File: config.mk
export PLATFORM = sky130hd
export DESIGN_NAME = upsample2d_nn
export DESIGN_NICKNAME = d
export VERILOG_FILES = /design/src/rtl/upsample_pkg.sv /design/src/rtl/upsample_line_buf.sv /design/src/rtl/upsample2d_nn.sv
export SDC_FILE = /design/constraint.sdc
export NUM_CORES = 1
export LEC_CHECK = 0
export BUFFER_PORTS_ARGS = -buffer_cell sky130_fd_sc_hd__buf_2
export CORE_ASPECT_RATIO = 1.2
export CORE_MARGIN = 8
export CORE_UTILIZATION = 55
export CTS_CLUSTER_SIZE = 24
export DETAILED_ROUTE_END_ITERATION = 12
export HOLD_SLACK_MARGIN = 0.06
export PLACE_DENSITY = 0.85
export SLEW_MARGIN = 15
export SYNTH_ARGS = -nofsm -noshare
export SYNTH_HDL_FRONTEND = slang
export SYNTH_SLANG_ARGS = --single-unit
File: constraint.sdc
create_clock -name clk -period 3.01 [get_ports clk]
set_clock_uncertainty 0.05 [all_clocks]
set_input_delay 0.4515 -clock clk [delete_from_list [all_inputs] [get_ports clk]]
set_output_delay 0.4515 -clock clk [all_outputs]
set_load 0.05 [all_outputs]
File: src/rtl/upsample_pkg.sv
// ----------------------------------------------------------------------------
// upsample_pkg
// Shared definitions for the 2x nearest-neighbour upsampler: the row-copy
// state enum, the default pixel width and a helper that sizes the column and
// row counters so that a dimension of 1 still gets a one-bit counter.
// ----------------------------------------------------------------------------
package upsample_pkg;

    localparam int DEFAULT_DATA_W = 8;

    // ROW_A emits the first copy of an input row while consuming input;
    // ROW_B replays the same row from the line buffer.
    typedef enum logic {
        ROW_A = 1'b0,
        ROW_B = 1'b1
    } state_t;

    // Counter width for a dimension of n entries, never narrower than one bit.
    function automatic int cnt_width(input int n);
        return (n > 1) ? $clog2(n) : 1;
    endfunction

endpackage

File: src/rtl/upsample_line_buf.sv
// ----------------------------------------------------------------------------
// upsample_line_buf
// One-row pixel store used to replay an input row for the second (vertical)
// copy. Contents are deliberately not reset; every location is written during
// the first copy of a row before it is read back in the second copy.
//
// Ports:
//   clk    in   clock, write on rising edge
//   we     in   write enable
//   waddr  in   write column
//   wdata  in   pixel to store
//   raddr  in   read column
//   rdata  out  pixel at raddr (combinational read)
// ----------------------------------------------------------------------------
module upsample_line_buf
    import upsample_pkg::*;
#(
    parameter int DATA_W = DEFAULT_DATA_W,
    parameter int DEPTH  = 2,
    parameter int ADDR_W = 1
) (
    input  logic              clk,
    input  logic              we,
    input  logic [ADDR_W-1:0] waddr,
    input  logic [DATA_W-1:0] wdata,
    input  logic [ADDR_W-1:0] raddr,
    output logic [DATA_W-1:0] rdata
);

    logic [DATA_W-1:0] mem_q [DEPTH];

    // Single write port: one pixel stored per accepted input during ROW_A.
    always_ff @(posedge clk) begin
        if (we) begin
            mem_q[waddr] <= wdata;
        end
    end

    // Asynchronous read so ROW_B can load the output register in the same
    // cycle the column counter points at the pixel.
    assign rdata = mem_q[raddr];

endmodule

File: src/rtl/upsample2d_nn.sv
// ----------------------------------------------------------------------------
// upsample2d_nn
// Streaming 2x nearest-neighbour upsampler. Each input pixel is emitted twice
// horizontally (phase 0 / phase 1) and each input row is emitted twice
// vertically: ROW_A passes the live input through while filling the line
// buffer, ROW_B replays the row from the line buffer.
//
// Ports:
//   clk        in   clock, all logic on rising edge
//   rst        in   synchronous active-high reset
//   in_valid   in   input pixel valid
//   in_ready   out  input accepted when in_valid && in_ready
//   in_data    in   input pixel, raster order
//   out_valid  out  output pixel valid (registered)
//   out_ready  in   downstream accept
//   out_data   out  output pixel (registered)
//   out_sol    out  first pixel of the output frame
//   out_eol    out  last pixel of an output row
//   out_eof    out  last pixel of the output frame
// ----------------------------------------------------------------------------
module upsample2d_nn
    import upsample_pkg::*;
#(
    parameter int DATA_W = DEFAULT_DATA_W,
    parameter int IN_W   = 2,
    parameter int IN_H   = 2
) (
    input  logic              clk,
    input  logic              rst,
    input  logic              in_valid,
    output logic              in_ready,
    input  logic [DATA_W-1:0] in_data,
    output logic              out_valid,
    input  logic              out_ready,
    output logic [DATA_W-1:0] out_data,
    output logic              out_sol,
    output logic              out_eol,
    output logic              out_eof
);

    localparam int COL_W = cnt_width(IN_W);
    localparam int ROW_W = cnt_width(IN_H);
    localparam logic [COL_W-1:0] LAST_COL = COL_W'(IN_W - 1);
    localparam logic [ROW_W-1:0] LAST_ROW = ROW_W'(IN_H - 1);

    state_t            state_q, state_d;
    logic              phase_q, phase_d;
    logic [COL_W-1:0]  col_q, col_d;
    logic [ROW_W-1:0]  row_q, row_d;
    logic [DATA_W-1:0] hold_q, hold_d;
    logic              out_valid_q, out_valid_d;
    logic [DATA_W-1:0] out_data_q, out_data_d;
    logic              sol_q, sol_d;
    logic              eol_q, eol_d;
    logic              eof_q, eof_d;

    logic              le;
    logic              accept;
    logic              last_col;
    logic              last_row;
    logic              lb_we;
    logic [DATA_W-1:0] lb_rdata;

    // The output register may only be reloaded when it is empty or being
    // drained this cycle; otherwise everything downstream-visible holds.
    assign le       = !out_valid_q || out_ready;
    assign accept   = in_valid && in_ready;
    assign last_col = (col_q == LAST_COL);
    assign last_row = (row_q == LAST_ROW);

    upsample_line_buf #(
        .DATA_W (DATA_W),
        .DEPTH  (IN_W),
        .ADDR_W (COL_W)
    ) u_line_buf (
        .clk    (clk),
        .we     (lb_we),
        .waddr  (col_q),
        .wdata  (in_data),
        .raddr  (col_q),
        .rdata  (lb_rdata)
    );

    // State register: FSM state, counters, hold pixel and the output
    // register with its flags. The line buffer is intentionally not cleared.
    always_ff @(posedge clk) begin
        if (rst) begin
            state_q     <= ROW_A;
            phase_q     <= 1'b0;
            col_q       <= '0;
            row_q       <= '0;
            hold_q      <= '0;
            out_valid_q <= 1'b0;
            out_data_q  <= '0;
            sol_q       <= 1'b0;
            eol_q       <= 1'b0;
            eof_q       <= 1'b0;
        end else begin
            state_q     <= state_d;
            phase_q     <= phase_d;
            col_q       <= col_d;
            row_q       <= row_d;
            hold_q      <= hold_d;
            out_valid_q <= out_valid_d;
            out_data_q  <= out_data_d;
            sol_q       <= sol_d;
            eol_q       <= eol_d;
            eof_q       <= eof_d;
        end
    end

    // Next-state logic. ROW_A phase 0 waits for an input pixel, phase 1
    // repeats it from the hold register. ROW_B walks the line buffer twice
    // per column. Row advances only when the replay row finishes, which is
    // also where the frame wraps back to row 0 without a bubble.
    always_comb begin
        state_d     = state_q;
        phase_d     = phase_q;
        col_d       = col_q;
        row_d       = row_q;
        hold_d      = hold_q;
        out_valid_d = out_valid_q;
        out_data_d  = out_data_q;
        sol_d       = sol_q;
        eol_d       = eol_q;
        eof_d       = eof_q;

        unique case (state_q)
            ROW_A: begin
                if (!phase_q) begin
                    if (accept) begin
                        out_data_d  = in_data;
                        hold_d      = in_data;
                        out_valid_d = 1'b1;
                        phase_d     = 1'b1;
                        sol_d       = (row_q == '0) && (col_q == '0);
                        eol_d       = 1'b0;
                        eof_d       = 1'b0;
                    end else if (le) begin
                        out_valid_d = 1'b0;
                        sol_d       = 1'b0;
                        eol_d       = 1'b0;
                        eof_d       = 1'b0;
                    end
                end else if (le) begin
                    out_data_d  = hold_q;
                    out_valid_d = 1'b1;
                    phase_d     = 1'b0;
                    sol_d       = 1'b0;
                    eol_d       = last_col;
                    eof_d       = 1'b0;
                    if (last_col) begin
                        col_d   = '0;
                        state_d = ROW_B;
                    end else begin
                        col_d = col_q + COL_W'(1);
                    end
                end
            end

            ROW_B: begin
                if (le) begin
                    out_data_d  = lb_rdata;
                    out_valid_d = 1'b1;
                    phase_d     = !phase_q;
                    sol_d       = 1'b0;
                    eol_d       = phase_q && last_col;
                    eof_d       = phase_q && last_col && last_row;
                    if (phase_q) begin
                        if (last_col) begin
                            col_d   = '0;
                            state_d = ROW_A;
                            row_d   = last_row ? '0 : row_q + ROW_W'(1);
                        end else begin
                            col_d = col_q + COL_W'(1);
                        end
                    end
                end
            end
        endcase
    end

    // Output logic: input is only offered in ROW_A phase 0 when the output
    // register can take the pixel, so accepts are never back to back.
    always_comb begin
        in_ready = (state_q == ROW_A) && !phase_q && le;
        lb_we    = in_valid && in_ready;
    end

    assign out_valid = out_valid_q;
    assign out_data  = out_data_q;
    assign out_sol   = sol_q;
    assign out_eol   = eol_q;
    assign out_eof   = eof_q;

endmodule

; Yosys cells after proc, flatten, opt, wreduce, memory -nomap -nowiden
; Memories as Yosys holds them, arrays and structs flattened. A register that Yosys moved wholly into a read port is not among the register bits.
; Cells that the tools add are included.
[word_totals]
out_inout_bits = 13
word_cells = 85
ram_bits = 16
ff_bits = 24
n_memories = 1
inputBits = 12
[op_classes]
n_eq_ne = 8
n_reduce_logical = 14
muxes = 46
n_addsub = 2
n_bitwise = 4
[mem_list]
columns = memory, depth, width, rd, rd_clocked_by_memory_dff, write_ports, line
row1 = u_line_buf.mem_q, 2, 8, 1, 1, 1, upsample_line_buf.sv:30  ; logic [DATA_W-1:0] mem_q [DEPTH];
[op_table]
columns = op, count
row1 = two-way mux 1 bit, 34
row2 = two-way mux 8 bit, 4
row3 = one-hot mux 8 bit (2 select lines), 1
row4 = one-hot mux 1 bit (2 select lines), 7
row5 = inequality test 3 bit (second input constant), 3
row6 = AND reduction 3 bit, 3
row7 = AND reduction 4 bit, 2
row8 = logical AND 1 bit, 6
row9 = inequality test 2 x 1 -> 1 bit (second input constant), 2
row10 = inequality test 2 bit (second input constant), 2
row11 = inequality test 4 bit (second input constant), 1
row12 = NOT 1 bit, 4
row13 = adder 1 bit (second input constant), 2
row14 = logical NOT 1 bit, 2
row15 = logical OR 1 bit, 1

; Logic depth before layout (Yosys ltp)
[depth]
ltp_word = 7
mapped_depth = 5
mapped_depth_nobuf = 3

; By module
; From an unflattened synthesis, not the netlist that was laid out.
[hier_totals]
cells_unflattened = 154
hier_area_um2 = 1745.4
[by_module_without_submodules]
columns = module, cells_each, seq_area_each_um2, n_inst, area_per_inst_um2
row1 = upsample2d_nn, 127, 480.5, 1, 1121.1
row2 = upsample_line_buf, 27, 480.5, 1, 624.3

; Least setup slack after synthesis
; OpenSTA, ideal clock, no wires.
[synth_path]
path_type = reg-to-reg
from = register out_valid_q, in the netlist out_valid
to = memory u_line_buf.mem_q[1][0] in the netlist's numbering, enable pin
path_buffers = 2
setup_ns = 0.395
arrival_time_ns = 1.864
synth_period_minus_slack_ns = 2.309
path_stages_with_launch = 5
setup_slack_ns = 0.701
t_required_ns = 2.565
cell_sequence = dfxtp_1 -> nor2b_2 -> buf_6 -> clkbuf_8 -> nor4_1
[synth_via]
elab_chain_len = 6
[synth_lines]
columns = item, line
row1 = "start, declared", upsample2d_nn.sv:51  ; logic out_valid_q, out_valid_d;
row2 = "start signal, assigned", upsample2d_nn.sv:104  ; out_valid_q <= out_valid_d;
row3 = logical NOT 1 bit, upsample2d_nn.sv:66  ; assign le = !out_valid_q || out_ready;
row4 = logical OR 1 bit, upsample2d_nn.sv:66
row5 = logical AND 1 bit, upsample2d_nn.sv:186  ; in_ready = (state_q == ROW_A) && !phase_q && le;
row6 = logical AND 1 bit, upsample2d_nn.sv:187  ; lb_we = in_valid && in_ready;
row7 = two-way mux 1 bit, upsample_line_buf.sv:34  ; if (we) begin
row8 = two-way mux 1 bit (implied by the code), upsample_line_buf.sv:35  ; mem_q[waddr] <= wdata;
row9 = "end, declared", upsample_line_buf.sv:30
; No other way between the ends.

; Worst setup path in the final report
[layout_path]
from = register state_q
to = output in_ready
[layout_via]
elab_chain_len = 3
[layout_lines]
columns = item, line
row1 = "start, declared", upsample2d_nn.sv:46  ; state_t state_q, state_d;
row2 = "start signal, assigned", upsample2d_nn.sv:99  ; state_q <= state_d;
row3 = NOT 1 bit (no line), --
row4 = logical AND 1 bit (2 in a row), upsample2d_nn.sv:186
row5 = "end, declared", upsample2d_nn.sv:31  ; output logic in_ready,
; No other way between the ends.

==> reports/qor.txt <==
Post-synth cell types -> 31
Antenna violations before repair -> 0
Worst setup SP type -> register
Final Hold Fails -> 0
Reg power frac -> 0.574
Post-DP Area -> 1860 um2
I/O pins -> 25
Vias in the first global route -> 1252
Mapped Cells -> 148
DR vias -> 1253
Tightest Hold Check Type -> in2reg
Die Y -> 78.0 um
Ant. Diodes -> 0
CP arrival -> 1.91 ns
Critical path origin -> state_q$_SDFF_PP0_
Final core utilization -> 0.627
Gr usage total -> 0.151
Mean Syn Cell Area -> 11.9 um2
Clock root buffer master -> clkbuf_4
CTS tree -> done
Initial DRC count -> 68
H-tree Lvls -> 2
Mapped Nets -> 160
Routed WL -> 3640 um
Layout cell share with drive strength beyond 1 -> 0.241
Combinational cell fraction of total power -> 0.171
Crit end category -> output port
Max Freq -> 415 MHz
Crit-path max FO -> 15
CTS sink count -> 41
Fill cells -> 260
FF-to-FF path depth -> 3
CTS clk-pin slew, worst paths -> 0.11 ns
DRC violations left -> 0
Core area -> 3060 um2
Switch Pwr -> 317 uW
Post-route ant nets -> 0
Setup crit end -> in_ready
Worst-skew pair later-pin latency -> 0.35 ns
Post-cts hold buffer count -> 0
Hold path depth -> 1
Vias per inst -> 6.08
Buffers on Ports -> 24
DIE AREA -> 5280 um2
RSZ-0062 raised after global routing -> false
Slew Limit Headroom -> 0.496
PD cells -> 577 nW/um2
Part of the Yosys area used for sequential elements -> 0.556
Clk buf depth -> 2
Reg2Reg Setup Slack -> 1.19 ns
Tcrit/Tclk final -> 0.800
Synthesis-stage register bit count -> 41
Syn. warnings -> 0
Initial Util -> 0.577
WS Path Type -> reg2out
Largest net degree at the start of global routing -> 21
Syn-to-layout area delta -> 8.66%
Global-route wire length before repair -> 6050 um
Pre-Repair DR Iteration Count -> 4
Internal power -> 789 uW
Post_cts resized -> 0
Worst reg2reg path startpoint -> state_q$_SDFF_PP0_
Max Cap Viol -> 0
Final setup TNS -> 0 ns
Sw Share -> 0.286
Placed wire-length estimate -> 2680 um
WL/cell -> 17.7 um
Routability-driven placement congestion ratio -> 0.860
Req. time, crit path -> 2.51 ns
Rows -> 22
Total CTS buffers -> 5
Total overflow reported by the global router -> 0
Design Area, Final -> 1920 um2
Synthesized area -> 1760 um2
Crit path time final -> 2.41 ns
Setup-failing EPs final -> 0
Worst slew pin tran -> 0.754 ns
Nets -> 181
Status -> finished clean
Clock power share -> 0.255
Cell leakage power -> 0.715 nW
Reg2reg end -> u_line_buf.mem_q[1][6]$_DFFE_PP_
Maximum VDD drop -> 0.413 mV
Fin. max-slew vios -> 0
Die X -> 67.7 um
Post-CTS Setup Repair Bufs -> 0
[cells in the final DEF (no fill, tap or decap)]
cell type and count:
o31ai_1 9, nor4_1 2, nor3_2 1, nor3_1 1
nand2b_1 2, nand4_1 10, buf_2 24, clkbuf_1 2
mux2i_1 25, o211ai_1 1, buf_4 4, clkbuf_4 5
or2_1 1, a22o_1 8, nand3b_1 1, a21oi_1 15
edfxtp_1 16, nor2_1 2, inv_1 1, nor2b_2 1
or4_1 1, clkbuf_8 1, inv_2 2, dfxtp_1 25
o21ai_0 2, nor2_4 1, nand3_1 2, or2_2 1
nand2_1 3, o21ba_2 1
[synthesized netlist by cell type (all sizes together)]
cell	n	area, um2
a21oi	15	75.1
a22o	8	70.1
buf	11	80.1
clkbuf	3	21.3
dfxtp	25	500
edfxtp	16	480
inv	3	11.3
mux2i	25	250
nand2	3	11.3
nand2b	2	12.5
nand3	2	10.0
nand3b	1	7.51
nand4	10	62.6
nor2	3	18.8
nor2b	1	8.76
nor3	2	15.0
nor4	2	12.5
o211ai	1	7.51
o21ai	2	10.0
o21ba	1	10.0
o31ai	9	67.6
or2	2	12.5
or4	1	7.51
[worst max-delay path: stages (launching register included)]
cell	delay (ns)
dfxtp_1	0.83
or2_1	0.41
nor2_1	0.09
buf_2	0.22
[cell families after synthesis]
logic type / count (synthesis) / synth area share
buf+inv: 17 / 0.0639
mux: 25 / 0.142
compound gates: 36 / 0.136
flops: 41 / 0.556
simple gates: 29 / 0.101
[cell type report]
class | instances | area, um2 | area share
multi-input combinational | 90 | 669 | 0.349
inverter | 3 | 11.3 | 0.00588
timing repair buffer | 28 | 150 | 0.0784
tap | 36 | 45.0 | 0.0235
clock buffer | 8 | 58.8 | 0.0307
sequential | 41 | 981 | 0.512
[layer usage]
metal,GRT usage,vias to the layer above,routed length [um]
li1,-,603,-
met1,0.169,604,1480
met2,0.245,39,1860
met3,0.0540,7,210
met4,0.0755,0,82
met5,0,-,0
[how the worst min path moves through the flow]
stage,startpoint,to,slack [ns]
after floorplan,hold_q[0]$_SDFFE_PP0P_,hold_q[0]$_SDFFE_PP0P_,0.40
after global placement,out_sol$_SDFF_PP0_,out_sol$_SDFF_PP0_,0.40
after detailed placement,out_data[0]$_SDFFE_PP0P_,out_data[0]$_SDFFE_PP0P_,0.41
after CTS,in_data[5],u_line_buf.mem_q[1][5]$_DFFE_PP_,0.26
after global routing,in_data[5],u_line_buf.mem_q[0][5]$_DFFE_PP_,0.25
final,in_data[5],u_line_buf.mem_q[0][5]$_DFFE_PP_,0.26
[power by group through the flow]
stage / clock network [mW] / logic [mW] / registers (mW)
2_1_floorplan: 0 / 0.111 / 0.680
3_5_place_dp: 0 / 0.189 / 0.647
6_report: 0.282 / 0.189 / 0.634
3_3_place_gp: 0 / 0.184 / 0.645
4_1_cts: 0.282 / 0.190 / 0.635
5_1_grt: 0.308 / 0.203 / 0.639
[flip-flops by register name (all words and copies together), names as in the netlist, named ones only]
signal and count:
col_q 1, hold_q 8, last_row 1, out_data 8, out_eof 1, out_eol 1
out_sol 1, out_valid 1, phase_q 1, state_q 1, u_line_buf.mem_q 16
[per-stage QoR]
stage,power [mW],cells,worst slack [ns],hold WS (ns)
6_report,1.11,206,0.602,0.264
2_1_floorplan,0.791,148,0.701,0.398
3_3_place_gp,0.829,198,1.05,0.398
5_1_grt,1.15,206,0.479,0.248
3_5_place_dp,0.836,198,1.03,0.415
4_1_cts,1.11,206,0.625,0.263
Power figures use the tool's default switching activity.
